## config.mk

```make
export PLATFORM = sky130hd
export DESIGN_NAME = ps2_keyboard_rx
export DESIGN_NICKNAME = d
export VERILOG_FILES = /design/src/rtl/ps2_pkg.sv /design/src/rtl/sync_fifo.sv /design/src/rtl/ps2_keyboard_rx.sv
export SDC_FILE = /design/constraint.sdc
export NUM_CORES = 1
export LEC_CHECK = 0
export ABC_AREA = 1
export ABC_CLOCK_PERIOD_IN_PS = 4700
export BUFFER_PORTS_ARGS = -buffer_cell sky130_fd_sc_hd__clkbuf_2
export CELL_PAD_IN_SITES_DETAIL_PLACEMENT = 0
export CELL_PAD_IN_SITES_GLOBAL_PLACEMENT = 1
export CORE_MARGIN = 3
export CORE_UTILIZATION = 30
export DETAILED_ROUTE_END_ITERATION = 8
export PLACE_DENSITY_LB_ADDON = 0.08
export SLEW_MARGIN = 0
export SYNTH_ARGS = -nofsm -noshare
export SYNTH_HDL_FRONTEND = slang
export SYNTH_SLANG_ARGS = --single-unit
```

## constraint.sdc

```tcl
create_clock -name clk -period 4.7 [get_ports clk]
set_input_delay 0 -clock clk [delete_from_list [all_inputs] [get_ports clk]]
set_output_delay 0 -clock clk [all_outputs]
set_load 0.005 [all_outputs]
```

## src/rtl/ps2_pkg.sv

```systemverilog
// Shared constants and types for the PS/2 keyboard receiver.
package ps2_pkg;

   localparam logic [7:0] PS2_EXT = 8'hE0;
   localparam logic [7:0] PS2_BRK = 8'hF0;

   typedef enum logic [1:0] {
      ST_IDLE,
      ST_DATA,
      ST_PARITY,
      ST_STOP
   } rx_state_e;

   typedef struct packed {
      logic       extended;
      logic       released;
      logic [7:0] code;
   } ps2_event_t;

   localparam int EVENT_W = $bits(ps2_event_t);

endpackage

```

## src/rtl/sync_fifo.sv

```systemverilog
// First-word-fall-through synchronous FIFO; the head is always on dout.
// A push into a full FIFO is only taken when a pop frees a slot in the same cycle.
module sync_fifo #(
   parameter int WIDTH = 10,
   parameter int DEPTH = 8,
   localparam int AW = (DEPTH > 1) ? $clog2(DEPTH) : 1,
   localparam int CW = $clog2(DEPTH + 1)
) (
   input  logic             clk,
   input  logic             rst,
   input  logic             push,
   input  logic [WIDTH-1:0] din,
   input  logic             pop,
   output logic [WIDTH-1:0] dout,
   output logic             full,
   output logic             empty,
   output logic [CW-1:0]    count
);

   logic [WIDTH-1:0] mem_q [DEPTH];
   logic [AW-1:0]    wr_ptr_q, wr_ptr_d;
   logic [AW-1:0]    rd_ptr_q, rd_ptr_d;
   logic [CW-1:0]    count_q, count_d;
   logic             do_push, do_pop;

   assign full  = (count_q == CW'(DEPTH));
   assign empty = (count_q == '0);
   assign count = count_q;
   assign dout  = mem_q[rd_ptr_q];

   // Pointer and occupancy update; pointers wrap naturally since DEPTH is a power of two.
   always_comb begin
      do_pop   = pop & ~empty;
      do_push  = push & (~full | do_pop);
      wr_ptr_d = wr_ptr_q + AW'(do_push);
      rd_ptr_d = rd_ptr_q + AW'(do_pop);
      count_d  = count_q + CW'(do_push) - CW'(do_pop);
   end

   // Storage array; contents need no reset because outputs are qualified by empty.
   always_ff @(posedge clk) begin
      if (do_push) mem_q[wr_ptr_q] <= din;
   end

   // Pointer/count registers.
   always_ff @(posedge clk) begin
      if (rst) begin
         wr_ptr_q <= '0;
         rd_ptr_q <= '0;
         count_q  <= '0;
      end else begin
         wr_ptr_q <= wr_ptr_d;
         rd_ptr_q <= rd_ptr_d;
         count_q  <= count_d;
      end
   end

endmodule

```

## src/rtl/ps2_keyboard_rx.sv

```systemverilog
// PS/2 keyboard receiver: synchronise and deglitch the PS/2 lines, frame
// 11-bit words, fold E0/F0 prefixes into flags and queue key events.
module ps2_keyboard_rx
   import ps2_pkg::*;
#(
   parameter int FILTER_LEN     = 8,
   parameter int TIMEOUT_CYCLES = 20000,
   parameter int FIFO_DEPTH     = 8,
   parameter int RAW_MODE       = 0
) (
   input  logic       clk,
   input  logic       rst,
   input  logic       ps2c,
   input  logic       ps2d,
   output logic [7:0] code,
   output logic       extended,
   output logic       released,
   output logic       valid,
   input  logic       ready,
   output logic       parity_err,
   output logic       frame_err,
   output logic       overflow
);

   localparam int FW = $clog2(FILTER_LEN + 1);
   localparam int TW = $clog2(TIMEOUT_CYCLES + 1);
   localparam int CW = $clog2(FIFO_DEPTH + 1);

   logic c_meta_q, c_meta_d, c_sync_q, c_sync_d;
   logic d_meta_q, d_meta_d, d_sync_q, d_sync_d;
   logic filt_q, filt_d, filt_dly_q, filt_dly_d;
   logic [FW-1:0] fcnt_q, fcnt_d;
   logic fall;

   rx_state_e state_q, state_d;
   logic [2:0]    bitcnt_q, bitcnt_d;
   logic [7:0]    sh_q, sh_d;
   logic          perr_q, perr_d;
   logic [TW-1:0] to_cnt_q, to_cnt_d;
   logic          good_byte;

   logic       ext_pend_q, ext_pend_d, brk_pend_q, brk_pend_d;
   logic       push_q, push_d;
   ps2_event_t push_ev_q, push_ev_d;
   logic       parity_err_q, parity_err_d;
   logic       frame_err_q, frame_err_d;
   logic       overflow_q, overflow_d;

   logic [EVENT_W-1:0] fifo_dout;
   logic               fifo_full, fifo_empty, pop;
   logic [CW-1:0]      fifo_count_unused;
   ps2_event_t         head;

   assign fall = filt_dly_q & ~filt_q;

   // Two-flop synchronisers, then a counter that only lets the clock flip after
   // FILTER_LEN consecutive disagreeing samples.
   always_comb begin
      c_meta_d   = ps2c;
      c_sync_d   = c_meta_q;
      d_meta_d   = ps2d;
      d_sync_d   = d_meta_q;
      filt_d     = filt_q;
      filt_dly_d = filt_q;
      fcnt_d     = '0;
      if (c_sync_q != filt_q) begin
         if (fcnt_q == FW'(FILTER_LEN - 1)) filt_d = ~filt_q;
         else                               fcnt_d = fcnt_q + FW'(1);
      end
   end

   // Frame FSM with stall timeout; error pulses are registered one cycle later.
   always_comb begin
      state_d      = state_q;
      bitcnt_d     = bitcnt_q;
      sh_d         = sh_q;
      perr_d       = perr_q;
      to_cnt_d     = to_cnt_q;
      good_byte    = 1'b0;
      parity_err_d = 1'b0;
      frame_err_d  = 1'b0;
      if (fall)                     to_cnt_d = '0;
      else if (state_q != ST_IDLE) to_cnt_d = to_cnt_q + TW'(1);

      if (state_q != ST_IDLE && to_cnt_q == TW'(TIMEOUT_CYCLES)) begin
         state_d     = ST_IDLE;
         to_cnt_d    = '0;
         frame_err_d = 1'b1;
      end else if (fall) begin
         case (state_q)
            ST_IDLE: begin
               // A high start bit is treated as line noise and ignored.
               if (!d_sync_q) begin
                  state_d  = ST_DATA;
                  bitcnt_d = '0;
               end
            end
            ST_DATA: begin
               sh_d     = {d_sync_q, sh_q[7:1]};
               bitcnt_d = bitcnt_q + 3'd1;
               if (bitcnt_q == 3'd7) state_d = ST_PARITY;
            end
            ST_PARITY: begin
               perr_d  = ~(^sh_q ^ d_sync_q);
               state_d = ST_STOP;
            end
            ST_STOP: begin
               state_d = ST_IDLE;
               if (!d_sync_q)   frame_err_d  = 1'b1;
               else if (perr_q) parity_err_d = 1'b1;
               else             good_byte    = 1'b1;
            end
            default: state_d = ST_IDLE;
         endcase
      end
   end

   // Prefix folding: E0/F0 arm flags for the next byte, any error disarms them.
   always_comb begin
      ext_pend_d = ext_pend_q;
      brk_pend_d = brk_pend_q;
      push_d     = 1'b0;
      push_ev_d  = '0;
      overflow_d = push_q & fifo_full & ~pop;
      if (parity_err_d || frame_err_d) begin
         ext_pend_d = 1'b0;
         brk_pend_d = 1'b0;
      end else if (good_byte) begin
         if (RAW_MODE != 0) begin
            push_d    = 1'b1;
            push_ev_d = '{extended: 1'b0, released: 1'b0, code: sh_q};
         end else if (sh_q == PS2_EXT) begin
            ext_pend_d = 1'b1;
         end else if (sh_q == PS2_BRK) begin
            brk_pend_d = 1'b1;
         end else begin
            push_d     = 1'b1;
            push_ev_d  = '{extended: ext_pend_q, released: brk_pend_q, code: sh_q};
            ext_pend_d = 1'b0;
            brk_pend_d = 1'b0;
         end
      end
   end

   // State registers.
   always_ff @(posedge clk) begin
      if (rst) begin
         c_meta_q     <= 1'b1;
         c_sync_q     <= 1'b1;
         d_meta_q     <= 1'b1;
         d_sync_q     <= 1'b1;
         filt_q       <= 1'b1;
         filt_dly_q   <= 1'b1;
         fcnt_q       <= '0;
         state_q      <= ST_IDLE;
         bitcnt_q     <= '0;
         sh_q         <= '0;
         perr_q       <= 1'b0;
         to_cnt_q     <= '0;
         ext_pend_q   <= 1'b0;
         brk_pend_q   <= 1'b0;
         push_q       <= 1'b0;
         push_ev_q    <= '0;
         parity_err_q <= 1'b0;
         frame_err_q  <= 1'b0;
         overflow_q   <= 1'b0;
      end else begin
         c_meta_q     <= c_meta_d;
         c_sync_q     <= c_sync_d;
         d_meta_q     <= d_meta_d;
         d_sync_q     <= d_sync_d;
         filt_q       <= filt_d;
         filt_dly_q   <= filt_dly_d;
         fcnt_q       <= fcnt_d;
         state_q      <= state_d;
         bitcnt_q     <= bitcnt_d;
         sh_q         <= sh_d;
         perr_q       <= perr_d;
         to_cnt_q     <= to_cnt_d;
         ext_pend_q   <= ext_pend_d;
         brk_pend_q   <= brk_pend_d;
         push_q       <= push_d;
         push_ev_q    <= push_ev_d;
         parity_err_q <= parity_err_d;
         frame_err_q  <= frame_err_d;
         overflow_q   <= overflow_d;
      end
   end

   assign pop = valid & ready;

   sync_fifo #(
      .WIDTH(EVENT_W),
      .DEPTH(FIFO_DEPTH)
   ) u_fifo (
      .clk  (clk),
      .rst  (rst),
      .push (push_q),
      .din  (push_ev_q),
      .pop  (pop),
      .dout (fifo_dout),
      .full (fifo_full),
      .empty(fifo_empty),
      .count(fifo_count_unused)
   );

   // Head fields are forced to zero while empty so reset values are clean.
   assign head       = ps2_event_t'(fifo_dout);
   assign valid      = ~fifo_empty;
   assign code       = valid ? head.code : 8'h00;
   assign extended   = valid & head.extended;
   assign released   = valid & head.released;
   assign parity_err = parity_err_q;
   assign frame_err  = frame_err_q;
   assign overflow   = overflow_q;

endmodule

```

==> results of run 1 <==
-- per-layer routing --
metal | track usage | part of all wire | wire, um | vias to the layer above
met3 | 0.0313 | 0.031 | 435 | 16
met1 | 0.180 | 0.48 | 6800 | 1957
met5 | 0 | 0 | 0 | -
li1 | - | - | - | 2141
met2 | 0.218 | 0.47 | 6590 | 71
met4 | 0.0467 | 0.016 | 231 | 0
-- cell type report --
class / instances / area, sq um / share of cell area
Sequential cell: 145 / 3700 / 0.522
Multi-Input combinational cell: 409 / 2140 / 0.301
Clock buffer: 19 / 433 / 0.0610
Tap cell: 265 / 332 / 0.0467
Inverter: 59 / 221 / 0.0312
Clock inverter: 13 / 138 / 0.0194
Timing Repair Buffer: 23 / 135 / 0.0190
-- power groups by stage --
stage	clock network [mW]	logic [mW]	registers, mW
after floorplan	0	0.448	1.39
after detailed placement	0	0.656	1.41
after global routing	1.40	0.758	1.39
after CTS	1.34	0.663	1.38
after global placement	0	0.658	1.41
final	1.30	0.643	1.38
-- cells by family (layout without fill, tap and decap cells) --
logic type / after synthesis / after routing / share of synthesized area
and+or+nand+nor: 281 / 281 / 0.194
DFF: 145 / 145 / 0.602
AOI/OAI and AO/OA: 91 / 91 / 0.0831
buffers and inverters: 79 / 114 / 0.0512
adders and majority gates: 26 / 26 / 0.0541
xor gates and xnor gates: 11 / 11 / 0.0157
-- sequential cells by signal, indices dropped and copies added (netlist names) --
register and cells:
c_meta_q 1, u_fifo.wr_ptr_q 3, to_cnt_q 15, u_fifo.count 4, parity_err 1, filt_dly_q 1, state_q 2, push_q 1
bitcnt_q 3, u_fifo.mem_q 80, frame_err 1, d_sync_q 1, brk_pend_q 1, fcnt_q 4, sh_q 8, filt_dly_d 1
u_fifo.rd_ptr_q 3, overflow 1, d_meta_q 1, perr_q 1, c_sync_q 1, push_ev_q 10, ext_pend_q 1
-- layout by cell type, fill, tap and decap left out, types with 7 or more instances in the layout --
cell type,instances
clkbuf_2,18
xor2_1,7
nor2_2,12
dfxtp_1,65
edfxtp_1,80
o21ai_0,54
nand2_1,73
inv_1,53
a21oi_1,13
o21ai_1,7
o32ai_1,10
nand3_1,19
clkbuf_16,17
nor2_1,152
ha_1,25
-- how the worst max path moves through the flow --
stage	startpoint	endpoint	slack, ns	cells past startpoint
final	u_fifo.count[2]$_SDFF_PP0_	u_fifo.mem_q[2][0]$_DFFE_PP_	2.02	7
after detailed placement	u_fifo.count[2]$_SDFF_PP0_	u_fifo.mem_q[2][5]$_DFFE_PP_	1.97	7
after CTS	u_fifo.count[2]$_SDFF_PP0_	u_fifo.mem_q[2][4]$_DFFE_PP_	1.97	7
after floorplan	u_fifo.count[2]$_SDFF_PP0_	u_fifo.mem_q[0][0]$_DFFE_PP_	2.80	7
after global routing	u_fifo.count[2]$_SDFF_PP0_	u_fifo.mem_q[2][7]$_DFFE_PP_	1.70	7
after global placement	u_fifo.count[2]$_SDFF_PP0_	u_fifo.mem_q[2][1]$_DFFE_PP_	2.11	7
-- stage by stage --
stage	power (mW)	utilization	area, sq um	hold slack, ns
after floorplan	1.84	-	6150	0.104
after global placement	2.07	0.328	6500	0.185
after detailed placement	2.07	0.328	6500	0.188
after CTS	3.38	0.359	7100	0.0902
after global routing	3.54	0.359	7100	0.133
final	3.32	0.359	7100	0.0984
==> flow_metrics.env, run 1 <==
export IMPL_p_comb_frac=0.194
export IMPL_cts_setup_buffers=0
export IMPL_rows=51
export IMPL_arrival_ns=2.71
export IMPL_routed_via_count=4185
export IMPL_cts_tree="built"
export IMPL_track_usage=0.135
export IMPL_place_gp_congestion=0.718
export IMPL_endpoint_kind="flip-flop"
export IMPL_fmax_mhz=374
export IMPL_whs_endpoint="bitcnt_q[1]$_SDFFE_PP0P_"
export IMPL_swShare=0.292
export IMPL_finClkSkew_ns=0.00862
export IMPL_synth_cells=633
export IMPL_drive_gt1_frac=0.121
export IMPL_syn_num_nets=664
export IMPL_slew_headroom=0.162
export IMPL_cts_htree_levels=4
export IMPL_r2r_slack_ns=2.02
export IMPL_routed_via_density=4.49
export IMPL_r2r_cells=7
export IMPL_die_y_um=149
export IMPL_synth_edf_count=80
export IMPL_fin_cells=933
export IMPL_cp_top_family="simple AND/OR/NAND/NOR gates"
export IMPL_preCtsSetupSlack_ns=1.97
export IMPL_seqPwrFrac=0.416
export IMPL_cts_buffers=17
export IMPL_power_density_mw_per_mm2=468
export IMPL_cpMaxStageDelayCell="nor2_1"
export IMPL_cts_clk_slew_worst_paths_ns=0.06
export IMPL_finalHoldViolations=0
export IMPL_crit_path_frequent_cell="nand2_1"
export IMPL_dieArea_sq_mm=0.0223
export IMPL_cp_cell_sequence="inv_1 -> ha_1 -> nand2_1 -> nand2_1 -> a31oi_1 -> nand2_1 -> nor2_1"
export IMPL_initial_core_util=0.311
export IMPL_grt_setup_unrepaired="no"
export IMPL_grt_pass1_wl_mm=22.9
export IMPL_rr_endpoint="u_fifo.mem_q[2][0]$_DFFE_PP_"
export IMPL_slew_viol_final=0
export IMPL_rr_startpoint="u_fifo.count[2]$_SDFF_PP0_"
export IMPL_synth_area_leaders="edfxtp_1, dfxtp_1, nor2_1, ha_1, nand2_1"
export IMPL_firstDrtPassIters=4
export IMPL_synth_most_common_cell="nor2_1"
export IMPL_nets=686
export IMPL_dpl_hpwl_mm=9.56
export IMPL_wire_per_inst_um=15.1
export IMPL_synth_area_sq_mm=0.00615
export IMPL_post_route_min_period_ns=2.68
export IMPL_slowest_delay_ns=0.77
export IMPL_timing_final_crit_share=0.569
export IMPL_p_sw_mw=0.970
export IMPL_synth_avg_cell_area_sq_um=9.72
export IMPL_layout_setup_ws_ns=2.02
export IMPL_dp_cells=898
export IMPL_synth_commonest_cells="nor2_1, edfxtp_1, nand2_1"
export IMPL_clock_sinks=145
export IMPL_drt_iter0_drc=211
export IMPL_grt_pass1_vias=4228
export IMPL_ios=19
export IMPL_cp_max_fo=12
export IMPL_peakVddDrop_v=0.000259
export IMPL_seq_area_frac_synth=0.602
export IMPL_antenna_cells=0
export IMPL_port_buffers=18
export IMPL_intPower_mw=2.35
export IMPL_yosysUniqueCellTypes=34
export IMPL_synthFlopType="edfxtp_1"
export IMPL_path_class="flip-flop to flip-flop"
export IMPL_ant_nets=0
export IMPL_synth_largest_area_cell="edfxtp_1"
export IMPL_post_synth_top_area_fraction=0.390
export IMPL_status="completed"
export IMPL_nFillCells=2091
export IMPL_finalSetupViolations=0
export IMPL_yosys_warnings=0
export IMPL_cts_root_buf="clkbuf_16"
export IMPL_hold_depth=2
export IMPL_ys_ff_latch=145
export IMPL_maxCapViolCount=0
export IMPL_hold_class="input port to flip-flop"
export IMPL_pwr_share_clk=0.391
export IMPL_ys_async_sr_fraction=0
export IMPL_antenna_found_initial=0
export IMPL_die_w_um=149
export IMPL_grt_overflow=0
export IMPL_p_leak_nw=2.88
export IMPL_grt_max_degree=42
export IMPL_cts_hold_buffers=3
export IMPL_cts_buffer_depth=2
export IMPL_hp_start="rst"
export IMPL_fin_tns_setup_ns=0
export IMPL_drc=0
export IMPL_cts_resized=0
export IMPL_path_buf_inv=1
export IMPL_syn2layout_area_growth_pct=15.3
export IMPL_core_area_sq_mm=0.0198
export IMPL_worstMarginPinSlew_ns=1.26
export IMPL_insertion_delay_ns=0.42
export IMPL_cp_start_kind="flip-flop"
export IMPL_required_ns=4.74
export IMPL_wl_mm=14.1
No activity file was read; power rests on OpenSTA's default activity.
==> run 2: changes to the inputs <==
- ABC_CLOCK_PERIOD_IN_PS: 4700 -> 2200
- clock period: 4.7 -> 2.2 ns (I/O delays scaled with it)
==> flow_metrics.env, run 2 (synthesis results as in run 1) <==
export IMPL_max_flop_register="u_fifo.mem_q"
export IMPL_cts_tree="built"
export IMPL_clock_sinks=145
export IMPL_ant_nets=0
export IMPL_drive_gt1_frac=0.146
export IMPL_cts_buffers=17
export IMPL_whs_endpoint="overflow$_SDFF_PP0_"
export IMPL_swShare=0.299
export IMPL_grt_setup_unrepaired="no"
export IMPL_port_buffers=18
export IMPL_syn2layout_area_growth_pct=18.1
export IMPL_wire_per_inst_um=14.3
export IMPL_hp_start="ready"
export IMPL_path_class="flip-flop to flip-flop"
export IMPL_antenna_found_initial=0
export IMPL_wl_mm=13.6
export IMPL_drt_iter0_drc=178
export IMPL_p_comb_frac=0.196
export IMPL_ios=19
export IMPL_hold_depth=4
export IMPL_grt_pass1_wl_mm=22.4
export IMPL_dp_cells=913
export IMPL_slew_headroom=0.720
export IMPL_whs_ns=0.00147
export IMPL_arrival_ns=2.32
export IMPL_p_total_mw=7.34
export IMPL_dpl_hpwl_mm=8.90
export IMPL_endpoint_kind="flip-flop"
export IMPL_finalSetupViolations=0
export IMPL_final_cell_mix="nor2_1, edfxtp_1, nand2_1"
export IMPL_pwr_share_clk=0.407
export IMPL_fin_tns_setup_ns=0
export IMPL_peakVddDrop_v=0.000523
export IMPL_post_route_min_period_ns=2.02
export IMPL_initial_core_util=0.311
export IMPL_final_common_cell="nor2_1"
export IMPL_p_sw_mw=2.20
export IMPL_top_regs="u_fifo.mem_q x80, to_cnt_q x15, push_ev_q x10"
export IMPL_grt_overflow=0
export IMPL_power_density_mw_per_mm2=1010
export IMPL_insertion_delay_ns=0.42
export IMPL_worstMarginPinSlew_ns=0.420
export IMPL_fmax_mhz=495
export IMPL_routed_via_count=4162
export IMPL_slew_viol_final=0
export IMPL_p_leak_nw=3.00
export IMPL_cts_htree_levels=4
export IMPL_routed_via_density=4.39
export IMPL_rows=51
export IMPL_status="completed"
export IMPL_fin_cells=948
export IMPL_largest_reg_flops=80
export IMPL_cp_start_kind="flip-flop"
export IMPL_die_w_um=149
export IMPL_r2r_slack_ns=0.18
export IMPL_firstDrtPassIters=4
export IMPL_cts_buffer_depth=2
export IMPL_drc=0
export IMPL_dieArea_sq_mm=0.0223
export IMPL_nets=701
export IMPL_cts_clk_slew_worst_paths_ns=0.06
export IMPL_grt_pass1_vias=4199
export IMPL_grt_max_degree=42
export IMPL_cp_max_fo=3
export IMPL_maxCapViolCount=0
export IMPL_nFillCells=2026
export IMPL_core_area_sq_mm=0.0198
export IMPL_antenna_cells=0
export IMPL_seqPwrFrac=0.396
export IMPL_place_gp_congestion=0.710
export IMPL_timing_final_crit_share=0.919
export IMPL_required_ns=2.50
export IMPL_finalHoldViolations=0
export IMPL_rr_endpoint="u_fifo.count[2]$_SDFF_PP0_"
export IMPL_die_y_um=149
export IMPL_cts_root_buf="clkbuf_16"
export IMPL_track_usage=0.131
export IMPL_rr_startpoint="u_fifo.count[2]$_SDFF_PP0_"
export IMPL_r2r_cells=12
export IMPL_hold_class="input port to flip-flop"
export IMPL_finClkSkew_ns=0.0101
export IMPL_intPower_mw=5.15
[run 2: changes by cell type in the layout (fill, tap and decap cells not counted), sizes merged]
cell,delta
buf,+15
clkbuf,-2
inv,+8
clkinvlp,-3
clkinv,-3
[run 2: worst max-delay path, cell delays in order, from the launching register on]
cell and delay, ns:
dfxtp_1 0.31, inv_1 0.06, ha_1 0.20, nand2_1 0.09
nand2_1 0.07, inv_1 0.10, ha_1 0.23, inv_1 0.06
ha_1 0.17, inv_1 0.06, fa_1 0.38, xor2_1 0.15
nor2_1 0.05
[run 2: cell type report]
| type | count | area (sq um) | share of cell area |
|---|---|---|---|
| sequential | 145 | 3700 | 0.510 |
| multi-input combinational | 409 | 2140 | 0.294 |
| clock buffer | 17 | 425 | 0.0585 |
| tap | 265 | 332 | 0.0456 |
| timing repair buffer | 38 | 260 | 0.0358 |
| inverter | 59 | 221 | 0.0305 |
| clock inverter | 15 | 190 | 0.0262 |
[run 2: timing repair]
| action | CTS | global route |
|---|---|---|
| gates resized for setup | 0 | 0 |
| endpoints found under the hold margin | 3 | 0 |
| hold buffers | 3 | 0 |
| buffers inserted | 0 | 0 |
[run 2: layer usage]
layer	GRT usage	part of all wire
met1	0.165	0.48
met2	0.224	0.49
met3	0.0270	0.020
met4	0.0485	0.016
met5	0	0
[run 2: worst max-delay path by stage]
stage | end | from
2_1_floorplan | u_fifo.mem_q[0][0]$_DFFE_PP_ | u_fifo.count[2]$_SDFF_PP0_
3_3_place_gp | u_fifo.count[2]$_SDFF_PP0_ | u_fifo.count[1]$_SDFF_PP0_
3_5_place_dp | u_fifo.count[2]$_SDFF_PP0_ | u_fifo.count[2]$_SDFF_PP0_
4_1_cts | u_fifo.count[2]$_SDFF_PP0_ | u_fifo.count[2]$_SDFF_PP0_
5_1_grt | u_fifo.count[2]$_SDFF_PP0_ | u_fifo.count[2]$_SDFF_PP0_
6_report | u_fifo.count[2]$_SDFF_PP0_ | u_fifo.count[2]$_SDFF_PP0_
[run 2: power by group through the flow]
stage	Combinational, mW	Sequential, mW	Clock, mW
after floorplan	0.958	2.97	0
after global placement	1.45	2.97	0
after detailed placement	1.47	2.97	0
after CTS	1.47	2.91	3.09
after global routing	1.70	2.92	3.22
final	1.44	2.91	2.99
[run 2: per-stage QoR]
stage          worst slack [ns]   util  instance area [sq um]
2_1_floorplan             0.296      -                   6150
3_3_place_gp              0.239  0.335                   6620
3_5_place_dp              0.184  0.335                   6620
4_1_cts                   0.159  0.367                   7270
5_1_grt                  0.0197  0.367                   7270
6_report                  0.179  0.367                   7270
